==> src/rtl/blend_sched_pkg.sv <==
// Shared types for the blend tile scheduler.
//   state_t  : sequencer states
//   coef_t   : one Gaussian's per-pixel coefficient set as read from memory
//   calc_*_w : index width derivations used for port and counter sizing
package blend_sched_pkg;

  // coef_t field width; the scheduler's DATA_WIDTH must match it.
  localparam int COEF_DW = 32;

  typedef enum logic [2:0] {
    IDLE,
    ISSUE,
    DRAIN,
    FLUSH,
    ZERO
  } state_t;

  typedef struct packed {
    logic [COEF_DW-1:0] a;
    logic [COEF_DW-1:0] b;
    logic [COEF_DW-1:0] c;
    logic [COEF_DW-1:0] d;
    logic [COEF_DW-1:0] opacity;
    logic [COEF_DW-1:0] color;
  } coef_t;

  function automatic int calc_pix_w(input int tile_size);
    return $clog2(tile_size * tile_size);
  endfunction

  function automatic int calc_idx_w(input int max_samples);
    return $clog2(max_samples);
  endfunction

endpackage

==> src/rtl/blend_coef_fifo.sv <==
// Two-entry coefficient FIFO with fall-through when empty.
//   clk, rst          : clock, synchronous active-high reset
//   push, push_data   : write port (memory return data)
//   pop               : consume head; only legal while head_valid
//   head_valid, head  : current head, or the incoming word when empty
//   occ               : stored entries (0..2), excludes a same-cycle bypass
module blend_coef_fifo
  import blend_sched_pkg::*;
(
  input  logic       clk,
  input  logic       rst,
  input  logic       push,
  input  coef_t      push_data,
  input  logic       pop,
  output logic       head_valid,
  output coef_t      head,
  output logic [1:0] occ
);

  coef_t mem [2];
  logic  wr_ptr;
  logic  rd_ptr;
  logic  bypass;

  // Empty FIFO: the returning word is presented directly so a read at t can
  // be consumed at t+1; if it is popped that cycle it is never stored.
  assign bypass     = push && pop && (occ == 2'd0);
  assign head_valid = (occ != 2'd0) || push;
  assign head       = (occ == 2'd0) ? push_data : mem[rd_ptr];

  always_ff @(posedge clk) begin
    if (rst) begin
      occ    <= 2'd0;
      wr_ptr <= 1'b0;
      rd_ptr <= 1'b0;
    end else begin
      if (push && !bypass) wr_ptr <= ~wr_ptr;
      if (pop && occ != 2'd0) rd_ptr <= ~rd_ptr;
      occ <= occ + {1'b0, push} - {1'b0, pop};
    end
  end

  always_ff @(posedge clk) begin
    if (push && !bypass) mem[wr_ptr] <= push_data;
  end

endmodule

==> src/rtl/blend_tile_scheduler.sv <==
// Drives one alpha_blend datapath across a tile in raster order.
// For each pixel: reads N coefficient sets (1-cycle memory), streams them to
// the blender, discards all but the last blended result, emits that on the
// pixel stream, then clears the blender with an isolated end_of_tile pulse.
// N == 0 emits a zero-valued pixel stream with no memory or blender traffic.
//   clk, rst                      : clock, synchronous active-high reset
//   start, num_gauss, busy, done  : tile control
//   coef_rd_* / coef_*            : coefficient memory read port and data
//   blend_* (out), blend_in_ready : blender input stream + accumulator clear
//   blend_out_valid/ready, result : blender output stream
//   pix_valid/ready/idx/value     : per-pixel result stream
module blend_tile_scheduler
  import blend_sched_pkg::*;
#(
  parameter int TILE_SIZE   = 16,
  parameter int DATA_WIDTH  = 32,
  parameter int MAX_SAMPLES = 32
) (
  input  logic                                clk,
  input  logic                                rst,
  input  logic                                start,
  input  logic [calc_idx_w(MAX_SAMPLES):0]    num_gauss,
  output logic                                busy,
  output logic                                done,
  output logic                                coef_rd_en,
  output logic [calc_pix_w(TILE_SIZE)-1:0]    coef_rd_pix,
  output logic [calc_idx_w(MAX_SAMPLES)-1:0]  coef_rd_idx,
  input  logic [DATA_WIDTH-1:0]               coef_a,
  input  logic [DATA_WIDTH-1:0]               coef_b,
  input  logic [DATA_WIDTH-1:0]               coef_c,
  input  logic [DATA_WIDTH-1:0]               coef_d,
  input  logic [DATA_WIDTH-1:0]               coef_opacity,
  input  logic [DATA_WIDTH-1:0]               coef_color,
  output logic                                blend_in_valid,
  input  logic                                blend_in_ready,
  output logic                                blend_end_of_tile,
  output logic [DATA_WIDTH-1:0]               blend_a,
  output logic [DATA_WIDTH-1:0]               blend_b,
  output logic [DATA_WIDTH-1:0]               blend_c,
  output logic [DATA_WIDTH-1:0]               blend_d,
  output logic [DATA_WIDTH-1:0]               blend_opacity,
  output logic [DATA_WIDTH-1:0]               blend_color,
  input  logic                                blend_out_valid,
  output logic                                blend_out_ready,
  input  logic [DATA_WIDTH-1:0]               blend_result,
  output logic                                pix_valid,
  input  logic                                pix_ready,
  output logic [calc_pix_w(TILE_SIZE)-1:0]    pix_idx,
  output logic [DATA_WIDTH-1:0]               pix_value
);

  localparam int PIX_W = calc_pix_w(TILE_SIZE);
  localparam int IDX_W = calc_idx_w(MAX_SAMPLES);
  localparam int NPIX  = TILE_SIZE * TILE_SIZE;

  // p is one bit wider than a pixel index so NPIX itself is representable.
  localparam logic [PIX_W:0] NPIX_P = (PIX_W+1)'(NPIX);
  localparam logic [PIX_W:0] LAST_P = (PIX_W+1)'(NPIX - 1);
  localparam logic [PIX_W:0] ONE_P  = (PIX_W+1)'(1);
  localparam logic [IDX_W:0] ONE_I  = (IDX_W+1)'(1);

  state_t         state_q, state_d;
  logic [IDX_W:0] n_q;    // Gaussians per pixel
  logic [PIX_W:0] p_q;    // current pixel
  logic [IDX_W:0] ri_q;   // next read index
  logic [IDX_W:0] hs_q;   // blender input handshakes this pixel
  logic [IDX_W:0] r_q;    // blender results this pixel
  logic           rd_q;   // read in flight (data returns this cycle)
  logic           done_q;

  coef_t          rd_data;
  coef_t          head;
  logic           fifo_vld;
  logic [1:0]     occ;

  logic [PIX_W:0] p_inc;
  logic           res_phase;
  logic           last_res;
  logic           in_hs;
  logic           res_hs;
  logic           final_hs;
  logic           all_in;
  logic           credit_ok;

  assign rd_data = '{a: coef_a, b: coef_b, c: coef_c, d: coef_d,
                     opacity: coef_opacity, color: coef_color};

  blend_coef_fifo u_fifo (
    .clk        (clk),
    .rst        (rst),
    .push       (rd_q),
    .push_data  (rd_data),
    .pop        (in_hs),
    .head_valid (fifo_vld),
    .head       (head),
    .occ        (occ)
  );

  // At most two coefficient sets are ever owed to the FIFO, counting the
  // read whose data is returning this cycle.
  assign credit_ok = (occ + {1'b0, rd_q}) < 2'd2;

  assign p_inc     = p_q + ONE_P;
  assign res_phase = (state_q == ISSUE) || (state_q == DRAIN);
  assign last_res  = (r_q == n_q - ONE_I);

  // Only the last result of a pixel waits on the pixel stream; earlier
  // partial results are dropped as soon as they appear.
  assign blend_out_ready = res_phase && (!last_res || pix_ready);
  assign res_hs          = blend_out_valid && blend_out_ready;
  assign final_hs        = res_hs && last_res;

  assign blend_in_valid  = (state_q == ISSUE) && fifo_vld;
  assign in_hs           = blend_in_valid && blend_in_ready;
  assign all_in          = in_hs && (hs_q + ONE_I == n_q);

  assign blend_a       = blend_in_valid ? head.a       : '0;
  assign blend_b       = blend_in_valid ? head.b       : '0;
  assign blend_c       = blend_in_valid ? head.c       : '0;
  assign blend_d       = blend_in_valid ? head.d       : '0;
  assign blend_opacity = blend_in_valid ? head.opacity : '0;
  assign blend_color   = blend_in_valid ? head.color   : '0;

  assign coef_rd_pix = coef_rd_en ? p_q[PIX_W-1:0]  : '0;
  assign coef_rd_idx = coef_rd_en ? ri_q[IDX_W-1:0] : '0;

  assign pix_idx   = pix_valid ? p_q[PIX_W-1:0] : '0;
  assign pix_value = (pix_valid && res_phase) ? blend_result : '0;

  assign busy = (state_q != IDLE);
  assign done = done_q;

  always_ff @(posedge clk) begin
    if (rst) state_q <= IDLE;
    else     state_q <= state_d;
  end

  always_comb begin
    state_d           = state_q;
    coef_rd_en        = 1'b0;
    blend_end_of_tile = 1'b0;
    pix_valid         = 1'b0;
    case (state_q)
      IDLE: begin
        if (start) state_d = (num_gauss != '0) ? ISSUE : ZERO;
      end
      ISSUE: begin
        coef_rd_en = (ri_q < n_q) && credit_ok;
        pix_valid  = last_res && blend_out_valid;
        // Only a zero-latency blender can finish during the last issue.
        if (all_in) state_d = final_hs ? FLUSH : DRAIN;
      end
      DRAIN: begin
        pix_valid = last_res && blend_out_valid;
        if (final_hs) state_d = FLUSH;
      end
      FLUSH: begin
        blend_end_of_tile = 1'b1;
        state_d = (p_inc == NPIX_P) ? IDLE : ISSUE;
      end
      ZERO: begin
        pix_valid = 1'b1;
        if (pix_ready && p_q == LAST_P) state_d = IDLE;
      end
      default: state_d = IDLE;
    endcase
  end

  always_ff @(posedge clk) begin
    if (rst) begin
      n_q    <= '0;
      p_q    <= '0;
      ri_q   <= '0;
      hs_q   <= '0;
      r_q    <= '0;
      rd_q   <= 1'b0;
      done_q <= 1'b0;
    end else begin
      rd_q   <= coef_rd_en;
      done_q <= ((state_q == FLUSH) && (p_inc == NPIX_P)) ||
                ((state_q == ZERO) && pix_ready && (p_q == LAST_P));
      case (state_q)
        IDLE: begin
          if (start) begin
            n_q  <= num_gauss;
            p_q  <= '0;
            ri_q <= '0;
            hs_q <= '0;
            r_q  <= '0;
          end
        end
        ISSUE, DRAIN: begin
          if (coef_rd_en) ri_q <= ri_q + ONE_I;
          if (in_hs)      hs_q <= hs_q + ONE_I;
          if (res_hs)     r_q  <= r_q + ONE_I;
        end
        FLUSH: begin
          p_q  <= p_inc;
          ri_q <= '0;
          hs_q <= '0;
          r_q  <= '0;
        end
        ZERO: begin
          if (pix_ready) p_q <= p_inc;
        end
        default: ;
      endcase
    end
  end

endmodule

==> config.mk <==
export PLATFORM = sky130hd
export DESIGN_NAME = blend_tile_scheduler
export DESIGN_NICKNAME = d
export VERILOG_FILES = /design/src/rtl/blend_sched_pkg.sv /design/src/rtl/blend_coef_fifo.sv /design/src/rtl/blend_tile_scheduler.sv
export SDC_FILE = /design/constraint.sdc
export NUM_CORES = 1
export LEC_CHECK = 0
export CAP_MARGIN = 30
export CORE_MARGIN = 2
export CORE_UTILIZATION = 45
export DETAILED_ROUTE_END_ITERATION = 8
export PLACE_DENSITY = 0.86
export SYNTH_ARGS = -nofsm -noshare
export SYNTH_HDL_FRONTEND = slang
export SYNTH_SLANG_ARGS = --single-unit
==> constraint.sdc <==
create_clock -name clk -period 10.44 [get_ports clk]
set_input_delay 2.088 -clock clk [delete_from_list [all_inputs] [get_ports clk]]
set_output_delay 2.088 -clock clk [all_outputs]
set_load 0.01 [all_outputs]
==> flow_summary.json, run 1 <==
{
  "syn_avg_cell_area_um2": 13.3,
  "cts_root_buf": "clkbuf_16",
  "placement.io_buffers": 487,
  "start_kind": "input pin",
  "first_iter_violations": 825,
  "leakage_nw": 8.14,
  "fin_crit_ps": 6330,
  "fp.dieH_um": 209,
  "routed_wl_um": 47300,
  "grt_max_degree": 211,
  "core-area_um2": 41700,
  "place_hpwl_um": 30200,
  "cts_tree": "done",
  "postCtsHoldBufs": 0,
  "post-route-period-util": 0.606,
  "dr_total_vias": 13400,
  "synth.cell_area_um2": 18900,
  "cts_buffers": 45,
  "fp.dieW_um": 209,
  "rows": 75,
  "ys_seq_area_frac": 0.657,
  "grt-ovfl-total": 0,
  "syn_inst": 1424,
  "grt_pass1_vias": 13300,
  "insertion_delay_ps": 570,
  "worst-path-max-fanout": 32,
  "finalMaxSlewViolations": 0,
  "setup_slack_ps": 4110,
  "status": "completed",
  "cts-resized-gates": 0,
  "holdWs_ps": 492,
  "gp_congestion": 0.778,
  "synthArstFlopShare": 0,
  "synth_nets": 1673,
  "drt-wirelength-per-cell_um": 19.4,
  "critPathKind": "in2out",
  "tightest_slew_ps": 1110,
  "rsz0062_at_grt": "false",
  "fin_skew_ps": 18.0,
  "synth_cell_type_count": 63,
  "clock_sinks": 427,
  "grt_pass1_wl_um": 72200,
  "p_per_area_nw_per_um2": 174,
  "drive_above_1_share": 0.0553,
  "arrival_ps": 4240,
  "ant_nets": 0,
  "dr.pass1.iters": 7,
  "cp.required_ps": 8350,
  "setup_violations": 0,
  "hold_class": "reg2reg",
  "finalHoldViolCount": 0,
  "synth_edf_count": 384,
  "irDropWorstVdd_v": 0.000158,
  "cap_violations": 0,
  "die_area_um2": 43600,
  "ys_ff_latch": 427,
  "h-tree-depth": 2,
  "viasPerCell": 5.48,
  "cp-end-kind": "output port",
  "r2r_cells": 5,
  "synth_ff_type": "edfxtp_1",
  "cts_setup_buffers": 0,
  "cts_buffer_depth": 3,
  "drc_errors": 0,
  "syn_to_final_growth_pct": 35.8,
  "clk_pin_slew_ps": 60,
  "yosysWarnings": 0,
  "start_util": 0.453,
  "grt_util_all_layers": 0.207,
  "max_freq_mhz": 158,
  "fillers": 3082,
  "final_nets": 2120,
  "relSlewSlack": 0.259,
  "post-place-ws_ps": 3620,
  "antenna_found_initial": 3,
  "holdPathStages": 2,
  "ios": 488
}
-- critical path, stage by stage --
cell and delay (ps):
clkdlybuf4s50_1 500, nand2b_1 110, nor4_4 320, buf_6 240
or2_1 260, and2_2 180, clkdlybuf4s50_1 540
-- power by group --
group | switching (mW) | total [mW] | leakage [nW] | internal (mW)
clock | 0.639 | 1.50 | 0.661 | 0.859
sequential | 0.0325 | 2.00 | 3.82 | 1.97
combinational | 0.566 | 0.968 | 3.65 | 0.402
-- state kept, by name, indices dropped and copies added (netlist names), named ones only --
register and count:
hs_q 6, p_q 9, u_fifo.rd_ptr 1, u_fifo.occ 2
done 1, u_fifo.mem 384, ri_q 6, rd_q 1
n_q 6, state_q 3, u_fifo.wr_ptr 1, r_q 6
-- final cells by class --
| type | count | area, µm² | share of cell area |
|---|---|---|---|
| Sequential cell | 427 | 12400 | 0.484 |
| Multi-Input combinational cell | 879 | 6040 | 0.236 |
| Timing Repair Buffer | 505 | 5100 | 0.199 |
| Clock buffer | 49 | 1140 | 0.0445 |
| Tap cell | 539 | 674 | 0.0263 |
| Clock inverter | 26 | 211 | 0.00825 |
| Inverter | 13 | 48.8 | 0.00190 |
| Antenna cell | 3 | 7.51 | 0.000293 |
-- layout by cell type, fill, tap and decap left out, types with 13 or more instances in the layout --
cell	n
dfxtp_1	42
a21oi_1	31
mux2i_1	194
clkdlybuf4s50_1	487
nand2_1	15
edfxtp_1	384
and3_1	20
ha_1	13
xnor2_1	16
o21ai_0	13
clkbuf_16	45
a211oi_1	195
and2_1	34
nor2_1	243
-- path summary, 6_finish.rpt --
check,slack (ps),startpoint,endpoint
worst max-delay path,4110,blend_out_valid,pix_idx[1]
worst min-delay path,490,ri_q[5],ri_q[5]
worst max register to register,6790,u_fifo.occ[1],u_fifo.mem[1][36]
worst min register to register,490,ri_q[5],ri_q[5]
-- layer usage --
metal  track usage  share of wire  routed length (µm)  vias up
li1              -              -                   -     6311
met1         0.262           0.41               19300     6478
met2         0.354           0.50               23600      491
met3        0.0362          0.059                2770       92
met4        0.0852          0.033                1550        0
met5             0              0                   0        -
-- through the flow --
step	power, mW	setup TNS [ps]	std cells	instance area (µm²)	util
after floorplan	2.57	-253840	1424	18900	-
after global placement	2.96	0	2359	24200	0.580
after CTS	4.49	0	2435	25500	0.613
after global routing	4.64	0	2441	25600	0.615
final	4.46	0	2441	25600	0.615
after detailed placement	2.99	0	2360	24200	0.581
-- Yosys cell counts (3+ instances only) --
cell / n / area [µm²]
edfxtp_1: 384 / 11500
clkbuf_2: 4 / 20.0
or2_2: 4 / 25.0
o21ai_0: 13 / 65.1
dfxtp_1: 43 / 861
nand2b_1: 6 / 37.5
nor3_1: 4 / 20.0
and2_1: 34 / 213
mux2i_1: 194 / 1940
nor4_1: 3 / 18.8
nand2_1: 16 / 60.1
or3_1: 7 / 43.8
nand4_1: 4 / 25.0
nor2_1: 245 / 920
a21oi_1: 31 / 155
a211oi_1: 195 / 1460
xnor2_1: 16 / 140
inv_1: 12 / 45.0
nand3b_1: 7 / 52.6
and3_1: 20 / 125
xor2_1: 8 / 70.1
nand3_1: 12 / 60.1
clkbuf_1: 93 / 349
buf_2: 5 / 25.0
and2_2: 10 / 75.1
ha_1: 13 / 163
-- logic make-up after synthesis --
family,share of synthesized area
buf+inv,0.0245
mux,0.103
flops,0.657
fa+ha+maj,0.00862
xor+xnor,0.0111
simple gates,0.0945
compound gates,0.102
Power figures use the tool's default switching activity.
==> run 2: changes to the inputs <==
Settings changed: PLACE_DENSITY 0.86 to 0.83.
Clock period 10.44 ns to 5.95 ns, I/O delays scaled along.
==> flow_summary.json, run 2 (synthesis results as in run 1) <==
{
  "drc_errors": 0,
  "cts_buffer_depth": 3,
  "ant_nets": 0,
  "cts_setup_buffers": 0,
  "tightest_slew_ps": 1000,
  "worst_path_max_delay_cell": "clkdlybuf4s50_1",
  "syn_to_final_growth_pct": 36.3,
  "irDropWorstVdd_v": 0.000263,
  "grt_pass1_vias": 13300,
  "fillers": 3153,
  "gp_congestion": 0.847,
  "final_cells": 2443,
  "largest_reg_flops": 384,
  "path_cells": "inv_1 -> ha_1 -> o21ba_1 -> a221oi_2 -> a41oi_2 -> nor4_4 -> buf_4 -> or2_1 -> and2_2 -> clkdlybuf4s50_1",
  "dp_cells": 2361,
  "path_delay_family": "buffers and inverters",
  "clk_pin_slew_ps": 60,
  "cts_tree": "done",
  "die_area_um2": 43600,
  "antenna_cells": 0,
  "insertion_delay_ps": 570,
  "drive_above_1_share": 0.0546,
  "routed_wl_um": 47300,
  "final_common_cell": "clkdlybuf4s50_1",
  "start_util": 0.453,
  "postCtsHoldBufs": 0,
  "h-tree-depth": 2,
  "finalMaxSlewViolations": 0,
  "cts-resized-gates": 0,
  "seqPwrFrac": 0.440,
  "top_regs": "u_fifo.mem x384, p_q x9",
  "setup_violations": 0,
  "rsz0062_at_grt": "false",
  "max_stage_delay_ps": 540,
  "final_nets": 2117,
  "grt-ovfl-total": 0,
  "grt_max_degree": 169,
  "p_per_area_nw_per_um2": 310,
  "relSlewSlack": 0.334,
  "core-area_um2": 41700,
  "rows": 75,
  "max_freq_mhz": 207,
  "finalHoldViolCount": 0,
  "mostFrequentLayoutCells": "clkdlybuf4s50_1 (487), edfxtp_1 (384), nor2_1 (243)",
  "cap_violations": 0,
  "hold_class": "reg2reg",
  "first_iter_violations": 934,
  "cts_root_buf": "clkbuf_16",
  "post-route-period-util": 0.810,
  "cts_buffers": 44,
  "leakage_nw": 8.18,
  "status": "completed",
  "ff_latch_area_um2": 12400,
  "ios": 488,
  "fin_crit_ps": 4820,
  "cp-end-kind": "output port",
  "power.internal_mw": 5.78,
  "fp.dieW_um": 209,
  "dr_total_vias": 13300,
  "p_sw_mw": 2.18,
  "pwr-share-comb": 0.214,
  "antenna_found_initial": 0,
  "arrival_ps": 3630,
  "clock_sinks": 427,
  "placement.io_buffers": 487,
  "worst-path-max-fanout": 34,
  "critPathKind": "reg2out",
  "dr.pass1.iters": 5,
  "fin_util": 0.617,
  "place_hpwl_um": 30400,
  "crit_buf_inv": 3,
  "grt_pass1_wl_um": 72500,
  "largest-register": "u_fifo.mem",
  "drt-wirelength-per-cell_um": 19.4,
  "multi_input_area_um2": 6040,
  "cp.required_ps": 4760,
  "start_kind": "register",
  "swShare": 0.274,
  "fp.dieH_um": 209,
  "fin_skew_ps": 12.9,
  "power_frac_clock": 0.346,
  "grt_util_all_layers": 0.207,
  "viasPerCell": 5.44
}
## run 2: final cells by class
cell class / instances / area share
sequential: 427 / 0.482
timing repair buffer: 503 / 0.199
clock inverter: 29 / 0.0124
tap: 539 / 0.0262
multi-input combinational: 879 / 0.235
clock buffer: 53 / 0.0441
inverter: 13 / 0.00190
## run 2: tightest hold or removal path: cells and delay by family, from the launching register on
family | cells | cell delay [ps]
and+or+nand+nor | 1 | 70
AOI/OAI and AO/OA | 1 | 60
DFF | 1 | 340
## run 2: worst paths after layout
kind                      start                 to  slack, ps  depth (start not counted)
hold / removal           p_q[8]             p_q[8]        500                          2
hold reg to reg          p_q[8]             p_q[8]        500                          2
setup reg to reg  u_fifo.occ[1]  u_fifo.mem[0][73]       2910                          5
setup / recovery         n_q[0]         pix_idx[3]       1130                         10
## run 2: layer usage
layer,GRT usage,vias to the layer above,share of wire
met3,0.0431,111,0.056
met2,0.352,473,0.50
met4,0.0796,0,0.035
met1,0.261,6391,0.41
li1,-,6316,-
met5,0,-,0
## run 2: power groups by stage
stage                     Combinational [mW]  Clock, mW  Sequential, mW
after floorplan                        0.918          0            3.57
after global placement                  1.66          0            3.56
after detailed placement                1.70          0            3.57
after CTS                               1.72       2.82            3.50
after global routing                    1.84       2.92            3.52
final                                   1.71       2.76            3.50
## run 2: per-stage QoR
step | setup TNS [ps] | power (mW) | setup WS [ps] | hold slack [ps] | cell area (µm²)
global route | 0 | 8.28 | 842 | 513 | 25700
floorplan | -392650 | 4.49 | -1020 | 450 | 18900
CTS | 0 | 8.04 | 1080 | 500 | 25700
detailed placement | 0 | 5.26 | 1340 | 487 | 24300
global placement | 0 | 5.22 | 1400 | 467 | 24300
finish | 0 | 7.97 | 1130 | 504 | 25700
